## src/rtl/riscv_pkg.sv

```systemverilog
// Shared load/store definitions: FSM states, funct3 codes, access sizes and
// the default bus timeout used by the load/store unit.
package riscv_pkg;

    typedef enum logic [1:0] {
        IDLE     = 2'd0,
        REQ      = 2'd1,
        WAIT_RSP = 2'd2,
        DONE     = 2'd3
    } lsu_state_e;

    typedef enum logic [1:0] {
        SIZE_BYTE = 2'b00,
        SIZE_HALF = 2'b01,
        SIZE_WORD = 2'b10
    } mem_size_e;

    localparam logic [2:0] F3_LB  = 3'b000;
    localparam logic [2:0] F3_LH  = 3'b001;
    localparam logic [2:0] F3_LW  = 3'b010;
    localparam logic [2:0] F3_LBU = 3'b100;
    localparam logic [2:0] F3_LHU = 3'b101;
    localparam logic [2:0] F3_SB  = 3'b000;
    localparam logic [2:0] F3_SH  = 3'b001;
    localparam logic [2:0] F3_SW  = 3'b010;

    localparam int unsigned DEFAULT_TIMEOUT_CYCLES = 255;

    // fun3[1:0]=11 has no defined size; it is handled as a word.
    function automatic mem_size_e size_from_fun3(input logic [1:0] sz);
        case (sz)
            2'b00:   return SIZE_BYTE;
            2'b01:   return SIZE_HALF;
            default: return SIZE_WORD;
        endcase
    endfunction

    // Byte-lane strobe for an access at lane 0, before shifting by offset.
    function automatic logic [3:0] base_strobe(input mem_size_e size);
        case (size)
            SIZE_BYTE: return 4'b0001;
            SIZE_HALF: return 4'b0011;
            default:   return 4'b1111;
        endcase
    endfunction

endpackage

```

## src/rtl/load_align_ext.sv

```systemverilog
// Combinational load aligner: shifts the addressed bytes of a read word down
// to lane 0 and sign- or zero-extends them to 32 bits. No state, so it can be
// shared with a future cache read path.
module load_align_ext
    import riscv_pkg::*;
(
    input  logic [31:0] rdata,
    input  logic [1:0]  offset,
    input  mem_size_e   size,
    input  logic        is_unsigned,
    output logic [31:0] result
);

    logic [31:0] shifted;

    // Align the selected lanes to bit 0, then extend according to size.
    always_comb begin
        // NOTE: every always_comb output gets a default first so no latch is inferred.
        shifted = rdata >> {offset, 3'b000};
        result  = shifted;
        unique case (size)
            SIZE_BYTE: result = {{24{~is_unsigned & shifted[7]}},  shifted[7:0]};
            SIZE_HALF: result = {{16{~is_unsigned & shifted[15]}}, shifted[15:0]};
            default:   result = shifted;
        endcase
    end

endmodule

```

## src/rtl/lsu_mem_access.sv

```systemverilog
// Load/store unit: turns one decoded memory instruction into a single
// word-aligned valid/ready bus request, waits for load data, aligns/extends
// it and stalls the pipeline until the access retires. Accesses that sit in
// REQ+WAIT_RSP for TIMEOUT_CYCLES are aborted with bus_err.
// Build option: define MISALIGN_TRAP_EN to trap misaligned half/word accesses
// (no bus request, bus_err with the retire pulse); without it the offending
// low address bits are dropped and the access proceeds aligned down.
module lsu_mem_access
    import riscv_pkg::*;
#(
    parameter int unsigned TIMEOUT_CYCLES = DEFAULT_TIMEOUT_CYCLES,
    parameter int unsigned ADDR_W         = 32
) (
    input  logic              clk,
    input  logic              rst,
    input  logic              load,
    input  logic              store,
    input  logic [2:0]        fun3,
    input  logic [ADDR_W-1:0] addr,
    input  logic [31:0]       wdata,
    output logic              stall,
    output logic              access_done,
    output logic [31:0]       load_data,
    output logic              bus_err,
    output logic              req_valid,
    input  logic              req_ready,
    output logic              req_we,
    output logic [ADDR_W-1:0] req_addr,
    output logic [3:0]        req_wstrb,
    output logic [31:0]       req_wdata,
    input  logic              rsp_valid,
    input  logic [31:0]       rsp_rdata
);

    localparam logic [8:0] TIMEOUT_LIM = 9'(TIMEOUT_CYCLES);

    lsu_state_e        state_q, state_d;
    logic [7:0]        cnt_q, cnt_d;
    logic              req_we_q, req_we_d;
    logic [ADDR_W-1:0] req_addr_q, req_addr_d;
    logic [3:0]        req_wstrb_q, req_wstrb_d;
    logic [31:0]       req_wdata_q, req_wdata_d;
    logic [1:0]        off_q, off_d;
    mem_size_e         size_q, size_d;
    logic              uns_q, uns_d;
    logic              err_q, err_d;
    logic [31:0]       load_data_q, load_data_d;

    mem_size_e         in_size;
    logic [1:0]        in_off;
    logic [31:0]       ext_data;
    logic              expired;

`ifdef MISALIGN_TRAP_EN
    logic addr_misaligned;
    assign addr_misaligned = ((in_size == SIZE_HALF) && addr[0]) ||
                             ((in_size == SIZE_WORD) && (addr[1:0] != 2'b00));
`endif

    // Decode size and the lane offset actually used, dropping misaligned low bits.
    always_comb begin
        in_size = size_from_fun3(fun3[1:0]);
        in_off  = addr[1:0];
        unique case (in_size)
            SIZE_HALF: in_off = {addr[1], 1'b0};
            SIZE_WORD: in_off = 2'b00;
            default:   in_off = addr[1:0];
        endcase
    end

    load_align_ext u_align (
        .rdata       (rsp_rdata),
        .offset      (off_q),
        .size        (size_q),
        .is_unsigned (uns_q),
        .result      (ext_data)
    );

    assign expired = ({1'b0, cnt_q} + 9'd1) >= TIMEOUT_LIM;

    // Next-state and datapath update for the access FSM.
    always_comb begin
        state_d     = state_q;
        cnt_d       = cnt_q;
        req_we_d    = req_we_q;
        req_addr_d  = req_addr_q;
        req_wstrb_d = req_wstrb_q;
        req_wdata_d = req_wdata_q;
        off_d       = off_q;
        size_d      = size_q;
        uns_d       = uns_q;
        err_d       = err_q;
        load_data_d = load_data_q;
        unique case (state_q)
            IDLE: begin
                err_d = 1'b0;
                if (load || store) begin
                    // A store wins if both are asserted; the load is dropped.
                    req_we_d    = store;
                    req_addr_d  = {addr[ADDR_W-1:2], 2'b00};
                    req_wstrb_d = base_strobe(in_size) << in_off;
                    req_wdata_d = wdata << {in_off, 3'b000};
                    off_d       = in_off;
                    size_d      = in_size;
                    uns_d       = fun3[2];
                    cnt_d       = 8'd0;
                    state_d     = REQ;
`ifdef MISALIGN_TRAP_EN
                    if (addr_misaligned) begin
                        state_d     = DONE;
                        err_d       = 1'b1;
                        load_data_d = 32'd0;
                    end
`endif
                end
            end
            REQ: begin
                cnt_d = cnt_q + 8'd1;
                if (req_ready) begin
                    if (req_we_q) begin
                        state_d     = DONE;
                        load_data_d = 32'd0;
                    end else begin
                        state_d = WAIT_RSP;
                    end
                end else if (expired) begin
                    state_d     = DONE;
                    err_d       = 1'b1;
                    load_data_d = 32'd0;
                end
            end
            WAIT_RSP: begin
                cnt_d = cnt_q + 8'd1;
                if (rsp_valid) begin
                    state_d     = DONE;
                    load_data_d = ext_data;
                end else if (expired) begin
                    state_d     = DONE;
                    err_d       = 1'b1;
                    load_data_d = 32'd0;
                end
            end
            DONE:    state_d = IDLE;
            default: state_d = IDLE;
        endcase
    end

    // State and datapath registers with synchronous reset.
    always_ff @(posedge clk) begin
        if (rst) begin
            state_q     <= IDLE;
            cnt_q       <= 8'd0;
            req_we_q    <= 1'b0;
            req_addr_q  <= '0;
            req_wstrb_q <= 4'd0;
            req_wdata_q <= 32'd0;
            off_q       <= 2'd0;
            size_q      <= SIZE_BYTE;
            uns_q       <= 1'b0;
            err_q       <= 1'b0;
            load_data_q <= 32'd0;
        end else begin
            // NOTE: non-blocking assignments so every flop samples pre-edge values.
            state_q     <= state_d;
            cnt_q       <= cnt_d;
            req_we_q    <= req_we_d;
            req_addr_q  <= req_addr_d;
            req_wstrb_q <= req_wstrb_d;
            req_wdata_q <= req_wdata_d;
            off_q       <= off_d;
            size_q      <= size_d;
            uns_q       <= uns_d;
            err_q       <= err_d;
            load_data_q <= load_data_d;
        end
    end

    assign req_valid   = (state_q == REQ);
    assign access_done = (state_q == DONE);
    assign bus_err     = (state_q == DONE) && err_q;
    assign stall       = (load || store) && (state_q != DONE);
    assign req_we      = req_we_q;
    assign req_addr    = req_addr_q;
    assign req_wstrb   = req_wstrb_q;
    assign req_wdata   = req_wdata_q;
    assign load_data   = load_data_q;

endmodule

```

## config.mk

```make
export PLATFORM = sky130hd
export DESIGN_NAME = lsu_mem_access
export DESIGN_NICKNAME = d
export VERILOG_FILES = /design/src/rtl/riscv_pkg.sv /design/src/rtl/load_align_ext.sv /design/src/rtl/lsu_mem_access.sv
export SDC_FILE = /design/constraint.sdc
export NUM_CORES = 1
export LEC_CHECK = 0
export BUFFER_PORTS_ARGS = -buffer_cell sky130_fd_sc_hd__buf_2
export CORE_UTILIZATION = 40
export DETAILED_ROUTE_END_ITERATION = 8
export PLACE_DENSITY = 0.66
export SLEW_MARGIN = 20
export SYNTH_ARGS = -nofsm -noshare
export SYNTH_HDL_FRONTEND = slang
export SYNTH_HIERARCHICAL = 1
export SYNTH_SLANG_ARGS = --single-unit
```

## constraint.sdc

```tcl
create_clock -name clk -period 2.4 [get_ports clk]
set_input_delay 0.36 -clock clk [delete_from_list [all_inputs] [get_ports clk]]
set_output_delay 0.36 -clock clk [all_outputs]
set_load 0.02 [all_outputs]
```

# == Yosys cells after proc, flatten, opt, wreduce, memory -nomap -nowiden ==
# Index checks and enable logic that the tools add are counted.
# word_totals
input_bits,105
register_bits,115
# classes
order_cmp,1
n_eq_ne,12
muxes,23
n_addsub,2
bitwise,3
n_reduce_logical,15
shifts,3
# ops
op,n
32-bit two-way mux,4
32-bit one-hot mux with 2 select lines,2
32-bit by 5-bit left shift with 32-bit output,1
32-bit by 5-bit right shift with 32-bit output,1
8-bit one-hot mux with 2 select lines,1
8-bit by 1-bit adder with 9-bit output (second input constant),1
9-bit by 8-bit >= comparator with 1-bit output (second input constant),1
8-bit by 1-bit adder with 8-bit output (second input constant),1
2-bit by 1-bit equality test with 1-bit output (second input constant),4
2-bit logical NOT,4
2-bit two-way mux,4
4-bit two-way mux,2
8-bit two-way mux,1
2-bit != test (second input constant),4
2-bit one-hot mux with 2 select lines,2
2-bit one-hot mux with 4 select lines,1
4-bit one-hot mux with 2 select lines,1
2-bit equality test (second input constant),3
2-bit AND reduction,3
1-bit two-way mux,4
2-bit nonzero test,2
4-bit by 2-bit left shift with 4-bit output,1
3-bit by 2-bit != test with 1-bit output (second input constant),1
1-bit one-hot mux with 3 select lines,1
7 further kinds,9

# == Logic depth before layout (Yosys ltp) ==
# logic_depth
ltp_word,7
ltp_mapped,8

# == Hierarchy ==
# The synthesis kept the hierarchy.
# by_module_without_submodules
module,n_inst,seq_area_each_um2,area_per_inst_um2,cells_per_inst
lsu_mem_access,1,2302.2,5491.5,645
load_align_ext,1,0.0,768.2,103

# == Worst setup path after synthesis ==
# No wires, ideal clock.
# synth_timing
path_type,flip-flop to flip-flop
startpoint,register cnt_q[0]
endpoint,register state_q[1]
setup_slack_ns,0.425
stages_incl_launch_ff,8
t_arrival_ns,1.844
setup_time_ns,0.131
period_less_slack_ns,1.975
cell_sequence,dfxtp_1 > ha_1 > buf_2 > and4b_1 > and3_4 > or3_4 > a2111oi_4 > o22ai_1
# synth_between
elab_chain_cells,5
word_cells_on_any_way,6
classes_between,add/sub: 1; order compare: 1; mux: 4
# synth_lines
item,line,source
from (decl),lsu_mem_access.sv:38,"logic [7:0] cnt_q, cnt_d;"
from (signal assigned),lsu_mem_access.sv:165,cnt_q <= cnt_d;
8-bit by 1-bit adder with 9-bit output *,lsu_mem_access.sv:79,"assign expired = ({1'b0, cnt_q} + 9'd1) >= TIMEOUT_LIM;"
9-bit by 8-bit >= comparator with 1-bit output *,lsu_mem_access.sv:79,
2-bit two-way mux *,n/a,
"2-bit two-way mux, on equally long branches",n/a,
2-bit one-hot mux with 4 select lines *,n/a,
to (signal assigned),lsu_mem_access.sv:164,state_q <= state_d;
to (decl),lsu_mem_access.sv:37,"lsu_state_e state_q, state_d;"
# Mark *: on every way between the ends. The rest lies on a longest branch, timed or not.
# A chain may end at the register's enable or synchronous reset.

# == Worst setup path after layout ==
# layout_timing
startpoint,register cnt_q[0]
endpoint,"register load_data_q[0], in the netlist load_data[0]"
# layout_between
elab_chain_cells,5
word_cells_on_any_way,6
classes_between,add/sub: 1; order compare: 1; mux: 4
# layout_lines
item,line,source
8-bit by 1-bit adder with 9-bit output *,lsu_mem_access.sv:79,
9-bit by 8-bit >= comparator with 1-bit output *,lsu_mem_access.sv:79,
32-bit two-way mux *,n/a,
"32-bit two-way mux, on equally long branches",n/a,
32-bit one-hot mux with 2 select lines *,n/a,
to (signal assigned),lsu_mem_access.sv:174,load_data_q <= load_data_d;
to (decl),lsu_mem_access.sv:47,"logic [31:0] load_data_q, load_data_d;"
# Marks and branches as above.

==> run metrics <==
maximum clock rate=0.457 GHz; worst-path maximum fanout=31; Layout area overhead=28.3%; gpl congestion=0.805; Synth Cell Area=6260 um^2; Final Total Pwr=0.00676 W; Worst Setup Start Kind=flop; die height=127 um; final hold vios=0; Iter 0 DRT Violations=363; YS warnings=6; antenna diode count=0; Setup TNS Final=0 ns; CORE AREA=15300 um^2; layout net count=1043; crit path capture=load_data[0]; Post-synth top cells=nand2_1, dfxtp_1, a21oi_1; Reg2Reg Depth=7; Area contributors post-synth=dfxtp_1, nand2_1, o221ai_2; max cap viols=0; Die Width=127 um; flops & latches, synth=115; vias in the first global route=5606; critical path endpoint category=flop; critical path cell sequence=ha_1, and3b_1, o221ai_2, a21o_1, o21ai_4, buf_12, o221ai_1; first-pass GRT wire length=28100 um; hold_buf cts=0; Pins Over Slew Limit=0; EDFF count, synth=0; worst r2r src=cnt_q[0]; initial antenna violation count=1; status=finished clean; fin util=52.7%; synth unique cells=70; DP Wirelength=12300 um; asr flop ratio synth=0%; Vias per Instance=5.21; Fin Hold WS=0.181 ns; WP data arrival=2.46 ns; Routed WL=17300 um; Inserted Clock Buffers=17; crit-path max cell delay=0.48 ns; PostCTS Resize Cnt=0; global route overflow=0; GRT Total Usage=21.7%; DR WL/cell=15.0 um; clock root buffer=clkbuf_16; worst vdd ir=0.000508 V; count leader, synth=nand2_1; worst path buffer plus inverter count=1; delay-heaviest family, CP=compound AO/OA/AOI/OAI gates; Final Setup Violations=0; Post-synth top flop=dfxtp_1; leading area contributor after synthesis=dfxtp_1; Static Leak=3.35 nW; Post-Layout Cell Count=1156; Slew Limit Headroom=57.2%; post-synthesis sequential area ratio=36.8%; via count=6027; share of cells above drive strength 1=34.5%; Tmin final=2.19 ns; fillers=1489; clock insertion delay at the later pin of the skew report=0.41 ns; PwrDens=842 nW/um^2; ANT nets after route=0; die area=16200 um^2; Hold Crit Class=input pin to flop; pin count of the biggest net entering global routing=60; CP startpoint=cnt_q[0]; DRC Markers=0; DR pass1 iterations=5; syn_area_per_cell=8.37 um^2; period utilization=91.1%; # rows=45; htree depth=4; Crit Path Category=flop to flop; Sink Count=115; Worst Clk Skew=0.00715 ns; CP Depth=7; DP Cell Count=1124; R2R Setup Slk=0.21 ns; Yosys top cell area share=36.8%; I/O pins=210; RSZ-0062 raised after global routing=no; required time worst endpoint=2.68 ns; Gate Count Post-Synth=748; number of port buffers=207; clk buf depth=2; total setup buffers inserted after CTS=0; reg2reg end=load_data[0]; Initial Utilization=41.0%; measured slew at the worst slew-check pin=0.642 ns; TritonCTS clock tree=done; clock slew at reported path FFs=0.06 ns; Max stage delay cell, worst path=dfxtp_1
==> cell type report <==
type                    instances  area [um^2]  area share, %
clock inverters                12          131           1.64
repair buffers                223         1220           15.2
inverters                      37          139           1.73
flip-flops and latches        115         2300           28.7
well taps                     211          264           3.29
clock buffers                  20          447           5.56
multi-input cells             538         3530           44.0
==> through the flow <==
stage	setup slack (ns)	area (um^2)
2_1_floorplan	0.425	6260
3_3_place_gp	0.289	7460
3_5_place_dp	0.237	7460
4_1_cts	0.222	8030
5_1_grt	0.0404	8030
6_report	0.214	8030
==> flip-flops by register name, summed over array words and instances (netlist names) <==
register and cells:
state_q 2, off_q 2, req_addr 30, load_data 32, req_we 1, err_q 1, size_q 2, req_wstrb 4
cnt_q 8, req_wdata 32, uns_q 1
==> tightest hold or removal path: cells and delay by family <==
family,cells,cell delay (ns)
buffers and inverters,1,0.09
AO/OA/AOI/OAI,1,0.05
AND/OR/NAND/NOR,1,0.04
==> cells in the final DEF, fill, tap and decap left out, drive strengths merged, types with 2 or more instances in the layout <==
cell,Yosys,routed
buf,26,223
nand2,157,157
dfxtp,115,115
a21oi,78,78
nor2,50,50
inv,37,39
o221ai,33,33
mux2i,24,24
a22oi,20,20
clkbuf,33,20
mux2,20,20
nor2b,16,16
nor3,16,16
o211ai,11,11
a221oi,10,10
or2,10,10
o22ai,9,9
a211oi,8,8
o2bb2ai,8,8
o21ai,7,7
clkinv,0,7
ha,6,6
and3,6,6
and2,4,4
nand2b,4,4
nand3,4,4
a21o,3,3
a311oi,3,3
nor3b,3,3
o311ai,2,2
a31oi,2,2
o31a,2,2
conb,1,2
bufinv,0,2
or3,2,2
a2111oi,2,2
==> worst min-delay path by stage <==
stage	start	cells after the start	end
floorplan	off_q[0]	2	off_q[0]
global route	addr[28]	3	req_addr[28]
CTS	addr[8]	3	req_addr[8]
finish	addr[8]	3	req_addr[8]
global placement	req_addr[2]	2	req_addr[2]
detailed placement	req_addr[26]	2	req_addr[26]
==> power by group <==
group | internal, W | total, W | leakage (nW) | switching [W]
sequential | 0.00213 | 0.00226 | 0.941 | 0.000135
clock | 0.00156 | 0.00248 | 0.285 | 0.000921
combinational | 0.000717 | 0.00202 | 2.12 | 0.00131
total | 0.00440 | 0.00676 | 3.35 | 0.00236
==> layer usage <==
metal | share of wire [%] | wire (um) | up-vias | global-route usage (%)
li1 | - | - | 3025 | -
met1 | 45 | 7750 | 2791 | 27.3
met2 | 47 | 8120 | 189 | 35.3
met3 | 7.1 | 1230 | 20 | 7.08
met4 | 1.2 | 204 | 2 | 6.37
met5 | 0.075 | 13 | - | 0
==> cell families after synthesis <==
logic type | share of synthesized area, %
XOR/XNOR | 0.280
buffers and inverters | 7.32
multiplexers | 7.56
AND/OR/NAND/NOR | 20.7
flip-flops | 36.8
adder cells (fa/ha/maj) | 1.20
other | 0.0599
AO/OA/AOI/OAI | 26.1
(Power assumes the default switching activity.)
